File: config.mk
export PLATFORM = sky130hd
export DESIGN_NAME = countdown_timer
export DESIGN_NICKNAME = d
export VERILOG_FILES = /design/src/rtl/countdown_timer_pkg.sv /design/src/rtl/button_debounce.sv /design/src/rtl/countdown_timer_button_press.sv /design/src/rtl/countdown_timer.sv
export SDC_FILE = /design/constraint.sdc
export NUM_CORES = 1
export LEC_CHECK = 0
export CAP_MARGIN = 0
export CORE_UTILIZATION = 35
export CTS_CLUSTER_SIZE = 40
export DETAILED_ROUTE_END_ITERATION = 16
export GPL_TIMING_DRIVEN = 1
export PLACE_DENSITY_LB_ADDON = 0.25
export SYNTH_ARGS = -nofsm -noshare
export SYNTH_HDL_FRONTEND = slang
export SYNTH_SLANG_ARGS = --single-unit
File: constraint.sdc
create_clock -name clk -period 4.1 [get_ports clk]
set_input_delay 1.025 -clock clk [delete_from_list [all_inputs] [get_ports clk]]
set_output_delay 1.025 -clock clk [all_outputs]
set_load 0.05 [all_outputs]
File: src/rtl/countdown_timer_pkg.sv
// Shared types and constants for the countdown timer board block.
package countdown_timer_pkg;

    localparam int CLK_HZ_DEFAULT = 12_000_000;
    localparam int LED_W          = 4;

    typedef enum logic [1:0] {
        ST_IDLE    = 2'd0,
        ST_RUN     = 2'd1,
        ST_PAUSE   = 2'd2,
        ST_EXPIRED = 2'd3
    } state_t;

    // Debounce window in clock cycles, never less than one.
    function automatic int unsigned ms_to_cycles(input int unsigned clk_hz, input int unsigned ms);
        int unsigned cycles;
        cycles = (clk_hz / 1000) * ms;
        return (cycles == 0) ? 1 : cycles;
    endfunction

endpackage

File: src/rtl/button_debounce.sv
// Two-flop synchroniser followed by a stability counter; clean follows noisy
// only after it has held a new level for the whole debounce window.
module button_debounce
    import countdown_timer_pkg::*;
#(
    parameter int CLK_HZ      = CLK_HZ_DEFAULT,
    parameter int DEBOUNCE_MS = 20
) (
    input  logic clk,
    input  logic rst_n,
    input  logic noisy,
    output logic clean
);

    localparam int unsigned DB_CYCLES = ms_to_cycles(CLK_HZ, DEBOUNCE_MS);
    localparam int          CNT_W     = $clog2(DB_CYCLES + 1);

    logic [1:0]       sync_reg;
    logic [CNT_W-1:0] cnt_reg;
    logic             clean_reg;

    always_ff @(posedge clk or negedge rst_n) begin
        if (!rst_n) begin
            sync_reg  <= 2'b00;
            cnt_reg   <= '0;
            clean_reg <= 1'b0;
        end else begin
            sync_reg <= {sync_reg[0], noisy};
            if (sync_reg[1] == clean_reg) begin
                cnt_reg <= '0;
            end else if (cnt_reg == CNT_W'(DB_CYCLES - 1)) begin
                clean_reg <= sync_reg[1];
                cnt_reg   <= '0;
            end else begin
                cnt_reg <= cnt_reg + 1'b1;
            end
        end
    end

    assign clean = clean_reg;

endmodule

File: src/rtl/countdown_timer_button_press.sv
// One active-low button turned into a single-cycle press pulse: debounced
// level, then a registered rising-edge detect so a held button fires once.
module button_press
    import countdown_timer_pkg::*;
#(
    parameter int CLK_HZ      = CLK_HZ_DEFAULT,
    parameter int DEBOUNCE_MS = 20
) (
    input  logic clk,
    input  logic rst_n,
    input  logic noisy_n,
    output logic press
);

    logic level;
    logic level_d_reg;
    logic press_reg;

    button_debounce #(
        .CLK_HZ      (CLK_HZ),
        .DEBOUNCE_MS (DEBOUNCE_MS)
    ) u_debounce (
        .clk   (clk),
        .rst_n (rst_n),
        .noisy (~noisy_n),
        .clean (level)
    );

    always_ff @(posedge clk or negedge rst_n) begin
        if (!rst_n) begin
            level_d_reg <= 1'b0;
            press_reg   <= 1'b0;
        end else begin
            level_d_reg <= level;
            press_reg   <= level & ~level_d_reg;
        end
    end

    assign press = press_reg;

endmodule

File: src/rtl/countdown_timer.sv
// Countdown timer on the 4 LEDs: button 0 sets a preset, button 1 starts,
// pauses and resumes; the LEDs blink at zero until any button is pressed.
module countdown_timer
    import countdown_timer_pkg::*;
#(
    parameter int CLK_HZ      = CLK_HZ_DEFAULT,
    parameter int DEBOUNCE_MS = 20,
    parameter int BLINK_DIV   = 4
) (
    input  logic             clk,
    input  logic             rst_n,
    input  logic [1:0]       pmod,
    output logic [LED_W-1:0] led,
    output logic             busy,
    output logic             done
);

    localparam int PRE_W      = $clog2(CLK_HZ);
    localparam int BLINK_HALF = CLK_HZ / BLINK_DIV;
    localparam int BLK_W      = $clog2(BLINK_HALF + 1);

    logic [1:0] press;

    genvar gi;
    generate
        for (gi = 0; gi < 2; gi++) begin : g_btn
            button_press #(
                .CLK_HZ      (CLK_HZ),
                .DEBOUNCE_MS (DEBOUNCE_MS)
            ) u_press (
                .clk     (clk),
                .rst_n   (rst_n),
                .noisy_n (pmod[gi]),
                .press   (press[gi])
            );
        end
    endgenerate

    state_t           state_reg;
    logic [LED_W-1:0] preset_reg;
    logic [LED_W-1:0] value_reg;
    logic [PRE_W-1:0] presc_reg;
    logic [BLK_W-1:0] blink_cnt_reg;
    logic             blink_reg;
    logic [LED_W-1:0] led_reg;
    logic             busy_reg;
    logic             done_reg;
    logic             tick;

    assign tick = (presc_reg == PRE_W'(CLK_HZ - 1));

    always_ff @(posedge clk or negedge rst_n) begin
        if (!rst_n) begin
            state_reg     <= ST_IDLE;
            preset_reg    <= '0;
            value_reg     <= '0;
            presc_reg     <= '0;
            blink_cnt_reg <= '0;
            blink_reg     <= 1'b0;
            led_reg       <= '0;
            busy_reg      <= 1'b0;
            done_reg      <= 1'b0;
        end else begin
            done_reg <= 1'b0;
            case (state_reg)
                ST_IDLE: begin
                    if (press[1]) begin
                        if (preset_reg != '0) begin
                            state_reg <= ST_RUN;
                            value_reg <= preset_reg;
                            presc_reg <= '0;
                            led_reg   <= preset_reg;
                            busy_reg  <= 1'b1;
                        end
                    end else if (press[0]) begin
                        preset_reg <= preset_reg + 1'b1;
                        led_reg    <= preset_reg + 1'b1;
                    end
                end
                ST_RUN: begin
                    // A pause that lands on the tick keeps the second pending.
                    if (press[1]) begin
                        state_reg <= ST_PAUSE;
                        if (!tick) begin
                            presc_reg <= presc_reg + 1'b1;
                        end
                    end else if (tick) begin
                        presc_reg <= '0;
                        if (value_reg == LED_W'(1)) begin
                            state_reg     <= ST_EXPIRED;
                            value_reg     <= '0;
                            led_reg       <= '0;
                            busy_reg      <= 1'b0;
                            done_reg      <= 1'b1;
                            blink_cnt_reg <= BLK_W'(BLINK_HALF - 1);
                            blink_reg     <= 1'b0;
                        end else begin
                            value_reg <= value_reg - 1'b1;
                            led_reg   <= value_reg - 1'b1;
                        end
                    end else begin
                        presc_reg <= presc_reg + 1'b1;
                    end
                end
                ST_PAUSE: begin
                    if (press[0]) begin
                        state_reg <= ST_IDLE;
                        value_reg <= '0;
                        led_reg   <= preset_reg;
                        busy_reg  <= 1'b0;
                    end else if (press[1]) begin
                        state_reg <= ST_RUN;
                    end
                end
                ST_EXPIRED: begin
                    if (|press) begin
                        state_reg <= ST_IDLE;
                        led_reg   <= preset_reg;
                    end else if (blink_cnt_reg == BLK_W'(BLINK_HALF - 1)) begin
                        blink_cnt_reg <= '0;
                        blink_reg     <= ~blink_reg;
                        led_reg       <= {LED_W{~blink_reg}};
                    end else begin
                        blink_cnt_reg <= blink_cnt_reg + 1'b1;
                    end
                end
                default: begin
                    state_reg <= ST_IDLE;
                end
            endcase
        end
    end

    assign led  = led_reg;
    assign busy = busy_reg;
    assign done = done_reg;

endmodule

==> flow_summary.json, run 1 <==
{
  "status": "complete, no violations",
  "syn_to_final_growth_pct": 8.88,
  "fmax_mhz": 319,
  "grt_overflow_total": 0,
  "clk_latency_ns": 0.37,
  "ys_top_cells_by_count": "109 x dfrtp_1, 71 x nor2_1, 51 x nand2_1",
  "port_buffers": 9,
  "fin_crit_sh": 0.765,
  "yosysTopAreaCellShare": 0.439,
  "fp.dieH_um": 135,
  "setup_viol": 0,
  "grt_max_degree": 56,
  "tightest_slew_ns": 1.15,
  "seqPwrFrac": 0.540,
  "grt_pass1_wl_mm": 23.2,
  "cp_data_arrival_time_ns": 3.40,
  "hold_buffers": 0,
  "synth_seq_area_share": 0.439,
  "relSlewSlack": 0.234,
  "drive_gt1_frac": 0.0810,
  "worstPathRequired_ns": 4.36,
  "cpMaxStageDelayCell": "a21oi_1",
  "cts_buffer_depth": 2,
  "antenna_found_initial": 0,
  "grtUsageTotal": 0.158,
  "viasPerCell": 5.67,
  "gp_congestion": 0.827,
  "finalMaxSlewViolations": 0,
  "nFillCells": 1735,
  "yosys.area.top_type": "dfrtp_1",
  "pwr-share-comb": 0.020,
  "cpPeakStageDelay_ns": 0.93,
  "nets": 666,
  "switchingPower_w": 0.000487,
  "syn_inst": 656,
  "p_int_w": 0.00152,
  "power_w": 0.00201,
  "ys.flop_type": "dfrtp_1",
  "cts_tree": "built",
  "rows": 48,
  "finalCriticalPeriod_ns": 3.14,
  "drt_iter0_markers": 418,
  "largest_reg_flops": 36,
  "dp.final_hpwl_mm": 9.43,
  "final_cell_area_um2": 6760,
  "final_cell_count_no_fill": 879,
  "dpl_cell_area_um2": 6460,
  "cts.repair.resized": 0,
  "cts_made_buffers": 9,
  "synth_edf_count": 0,
  "path_common_cell": "inv_1",
  "async_flop_share": 1.00,
  "ys_types": 77,
  "cp-start-kind": "flip-flop",
  "syn_area_um2": 6210,
  "avgRoutedWirePerCell_um": 15.6,
  "route.detailed.drc": 0,
  "powerDensity_nw_per_um2": 297,
  "grt_setup_unrepaired": "no",
  "drt_first_pass_iters": 5,
  "finalSetupTns_ns": 0,
  "hold_class": "flip-flop to flip-flop",
  "max_cap_viol_count": 0,
  "synth_seq_cells": 109,
  "first_global_vias": 4719,
  "synth_area_leaders": "dfrtp_1 44%, nor2_1 4.3%, xnor2_1 3.4%, nand2_1 3.1%, xor2_1 3.0%",
  "fp.coreArea_um2": 17300,
  "ant_nets": 0,
  "die_w_um": 135,
  "pin_count": 10,
  "irDropWorstVdd_mv": 0.189,
  "n_antenna_cell": 0,
  "ys_warn_count": 0,
  "cp_max_fo": 15,
  "num_vias": 4984,
  "die-area_um2": 18300,
  "synth_most_common_cell": "dfrtp_1",
  "wl_mm": 13.7,
  "p_leak_nw": 2.74,
  "clock_power_share": 0.439,
  "root_buffer": "clkbuf_16",
  "dp_cells": 863,
  "htree_levels": 3,
  "cts.reportedPaths.clkPinSlew_ns": 0.08,
  "cts_setup_buffers": 0,
  "avgSynthCellArea_um2": 9.47,
  "initial_core_util": 0.359,
  "clock_skew_ns": 0.0114,
  "switching_share": 0.242,
  "synth_nets": 673,
  "cp_cell_sequence": "inv_1, ha_1, inv_1, a21oi_1, nor2_1, buf_4, o221a_2",
  "crit_type": "flip-flop to flip-flop",
  "final_hold_viol_count": 0,
  "critPathCaptureType": "flip-flop",
  "cts_sinks": 109
}
-- metal layers --
layer  part of all wire  global-route usage  vias up
met5                  0                   0        -
met4              0.017              0.0531        0
met3              0.038              0.0367       23
met2               0.46               0.248      100
met1               0.48               0.214     2473
li1                   -                   -     2388
-- placed cells by master (no fill, tap or decap), types with 3 or more instances in the layout --
cell type	synthesis	final
o21ai_0	24	24
nor3b_1	3	3
xnor2_1	24	24
mux2i_1	4	4
nand4_1	22	22
or4b_1	3	3
nor3_1	15	15
or3_1	9	9
and3_1	20	20
buf_4	2	3
clkbuf_16	0	9
o211ai_1	16	16
a21o_1	4	4
a21oi_1	23	23
o31ai_1	13	13
nor2_1	71	71
xor2_1	21	21
nor4_1	13	13
dfrtp_1	109	109
ha_1	13	13
or4_1	9	9
mux2_2	8	8
and2_1	8	8
o22ai_1	3	3
nand2_1	51	51
or4b_2	3	3
a22o_1	15	15
clkdlybuf4s50_1	0	8
inv_1	23	23
or2_2	3	3
a31oi_1	5	5
nor2b_1	5	5
nand3_1	28	28
mux2_1	4	4
and4_1	9	9
-- cell families (layout without fill, tap and decap cells) --
kind of cell	after synthesis	in the layout	share of synthesized area
compound gates	128	128	0.146
xor+xnor	45	45	0.0635
fa+ha+maj	13	13	0.0262
buf+inv	53	51	0.0397
flops	109	109	0.439
mux	16	16	0.0282
simple gates	292	292	0.257
-- stage by stage --
step	worst slack (ns)	utilization	hold WS, ns
after floorplan	1.69	-	0.331
after global placement	1.28	0.373	0.341
after detailed placement	1.07	0.373	0.343
after CTS	1.05	0.391	0.361
after global routing	0.812	0.391	0.366
final	0.962	0.391	0.355
-- layout make-up --
class	instances	area (µm²)	area share
Clock buffer	9	225	0.0333
Clock inverter	7	77.6	0.0115
Inverter	23	86.3	0.0128
Multi-Input combinational cell	494	3240	0.479
Sequential cell	109	2730	0.403
Tap cell	225	282	0.0416
Timing Repair Buffer	12	123	0.0181
-- power groups by stage --
stage               sequential [W]  combinational (W)  clock [W]
floorplan                  0.00111          0.0000140          0
global placement           0.00111          0.0000426          0
detailed placement         0.00111          0.0000435          0
CTS                        0.00109          0.0000436   0.000916
global route               0.00109          0.0000483   0.000955
finish                     0.00109          0.0000407   0.000883
-- path summary, 6_finish.rpt --
| kind | to | startpoint | cells past startpoint | slack [ns] |
|---|---|---|---|---|
| worst min register to register | g_btn[0].u_press.u_debounce.sync_reg[1] | g_btn[0].u_press.u_debounce.sync_reg[0] | 0 | 0.35 |
| worst max register to register | blink_cnt_reg[4] | state_reg[1] | 7 | 0.96 |
| min in group asynchronous | value_reg[1] | rst_n | 1 | 0.72 |
| worst max-delay path | blink_cnt_reg[4] | state_reg[1] | 7 | 0.96 |
| worst min-delay path | g_btn[0].u_press.u_debounce.sync_reg[1] | g_btn[0].u_press.u_debounce.sync_reg[0] | 0 | 0.35 |
| max in group asynchronous | g_btn[0].u_press.u_debounce.cnt_reg[12] | rst_n | 2 | 2.60 |
-- worst max-delay path: cells and delay by family, from the launching register on --
kind	cells	cell delay [ns]
AO/OA/AOI/OAI	2	1.19
buffers and inverters	3	0.62
adder cells (fa/ha/maj)	1	0.49
flip-flops	1	0.44
AND/OR/NAND/NOR	1	0.28
(Power assumes the default switching activity.)
==> run 2: changes to the inputs <==
==> constraint.sdc (replaced) <==
create_clock -name clk -period 2.6 [get_ports clk]
set_input_delay 0.65 -clock clk [delete_from_list [all_inputs] [get_ports clk]]
set_output_delay 0.65 -clock clk [all_outputs]
set_load 0.05 [all_outputs]
==> flow_summary.json, run 2 (synthesis results as in run 1) <==
{
  "cpPeakStageDelay_ns": 0.58,
  "cts_made_buffers": 9,
  "finalCriticalPeriod_ns": 2.48,
  "finalSetupTns_ns": 0,
  "hold_buffers": 0,
  "cts_sinks": 109,
  "final_util": 0.409,
  "cp_cell_sequence": "or4b_1, or4_4, o21ai_2, nor3_1, buf_4, a22o_2",
  "status": "complete, no violations",
  "max_cap_viol_count": 0,
  "rows": 48,
  "tightest_slew_ns": 0.624,
  "fin_ws_ns": 0.119,
  "fmax_mhz": 403,
  "avgRoutedWirePerCell_um": 15.6,
  "num_vias": 5191,
  "antenna_found_initial": 0,
  "cts_tree": "built",
  "final_common_cell": "dfrtp_1",
  "relSlewSlack": 0.583,
  "clock_skew_ns": 0.00819,
  "finalMaxSlewViolations": 0,
  "seqCellArea_um2": 2730,
  "grt_setup_unrepaired": "no",
  "dp.final_hpwl_mm": 10.2,
  "grtUsageTotal": 0.168,
  "worstPathRequired_ns": 2.85,
  "n_antenna_cell": 0,
  "cp_max_fo": 9,
  "final_hold_viol_count": 0,
  "cp_num_buf_inv": 1,
  "cp-start-kind": "flip-flop",
  "ant_nets": 0,
  "cpMaxStageDelayCell": "or4_4",
  "p_leak_nw": 2.94,
  "grt_max_degree": 62,
  "largest_reg_flops": 36,
  "root_buffer": "clkbuf_16",
  "drive_gt1_frac": 0.132,
  "grt_util_met1": 0.233,
  "cp-startpoint": "blink_cnt_reg[11]",
  "crit_family": "simple AND/OR/NAND/NOR gates",
  "nFillCells": 1680,
  "cp_data_arrival_time_ns": 2.73,
  "powerDensity_nw_per_um2": 461,
  "cts.reportedPaths.clkPinSlew_ns": 0.08,
  "nets": 700,
  "rr_endpoint": "blink_cnt_reg[12]",
  "fp.dieH_um": 135,
  "grtUsageMet3": 0.0266,
  "initial_core_util": 0.359,
  "first_global_vias": 5029,
  "gp_congestion": 0.842,
  "critPathCaptureType": "flip-flop",
  "reg2reg_depth": 6,
  "viasPerCell": 5.69,
  "drt_first_pass_iters": 6,
  "syn_to_final_growth_pct": 14.0,
  "port_buffers": 9,
  "reg2reg_slack_ns": 0.12,
  "use_met2": 0.263,
  "grt_pass1_wl_mm": 24.8,
  "clk_latency_ns": 0.36,
  "hold_class": "input port to asynchronous set/reset pin",
  "crit_type": "flip-flop to flip-flop",
  "route.detailed.drc": 0,
  "pin_count": 10,
  "fin_crit_sh": 0.954,
  "final_cell_area_um2": 7080,
  "dpl_cell_area_um2": 6730,
  "wl_mm": 14.3,
  "die-area_um2": 18300,
  "reg2reg_from": "blink_cnt_reg[11]",
  "htree_levels": 3,
  "fp.coreArea_um2": 17300,
  "path_depth": 6,
  "crit_end": "blink_cnt_reg[12]",
  "die_w_um": 135,
  "pre_cts_ws_ns": 0.0519,
  "cts_buffer_depth": 2,
  "top_usage_layer": "met2",
  "setup_viol": 0,
  "multiInputGateArea_um2": 3270,
  "power_w": 0.00326,
  "irDropWorstVdd_mv": 0.273,
  "mostFrequentLayoutCells": "109 x dfrtp_1, 70 x nor2_1, 51 x nand2_1",
  "grt_overflow_total": 0,
  "cts_setup_buffers": 0,
  "drt_iter0_markers": 390
}
run 2: worst reg2reg max path, stage by stage (launching register included):
cell and delay [ns]:
dfrtp_1 0.44, or4b_1 0.50, or4_4 0.58, o21ai_2 0.39, nor3_1 0.09, buf_4 0.16
a22o_2 0.22
run 2: stage by stage:
step,hold slack [ns],std cells
2_1_floorplan,0.331,656
3_3_place_gp,0.350,897
3_5_place_dp,0.346,897
4_1_cts,0.149,913
5_1_grt,0.154,913
6_report,0.154,913
run 2: area by class of cell:
type	instances	share of cell area
Sequential cell	109	0.385
Multi-Input combinational cell	494	0.462
Tap cell	225	0.0398
Inverter	23	0.0122
Clock inverter	7	0.0141
Timing Repair Buffer	46	0.0551
Clock buffer	9	0.0318
run 2: report_power, final:
part	total, W	internal [W]	switching (W)	leakage, nW
Clock	0.00148	0.000780	0.000702	0.158
Combinational	0.0000660	0.0000171	0.0000489	1.27
Sequential	0.00171	0.00170	0.00000962	1.51
run 2: what timing repair did:
item                       4_1_cts  5_1_grt
resized for setup                0        5
setup endpoints to repair        0       16
hold endpoints to repair         0        0
run 2: how the worst min path moves through the flow:
stage                                                        from                                      end  slack, ns  depth (start not counted)
final                                                       rst_n                            presc_reg[17]       0.15                          1
after global routing                                        rst_n                            presc_reg[17]       0.15                          1
after CTS                                                   rst_n                            presc_reg[17]       0.15                          1
after detailed placement  g_btn[1].u_press.u_debounce.sync_reg[0]  g_btn[1].u_press.u_debounce.sync_reg[1]       0.35                          0
after global placement    g_btn[1].u_press.u_debounce.sync_reg[0]  g_btn[1].u_press.u_debounce.sync_reg[1]       0.35                          0
after floorplan           g_btn[0].u_press.u_debounce.sync_reg[0]  g_btn[0].u_press.u_debounce.sync_reg[1]       0.33                          0
run 2: routing by layer:
layer / vias to the layer above / share of wire
li1: 2464 / -
met1: 2577 / 0.48
met2: 133 / 0.47
met3: 17 / 0.038
met4: 0 / 0.015
met5: - / 0
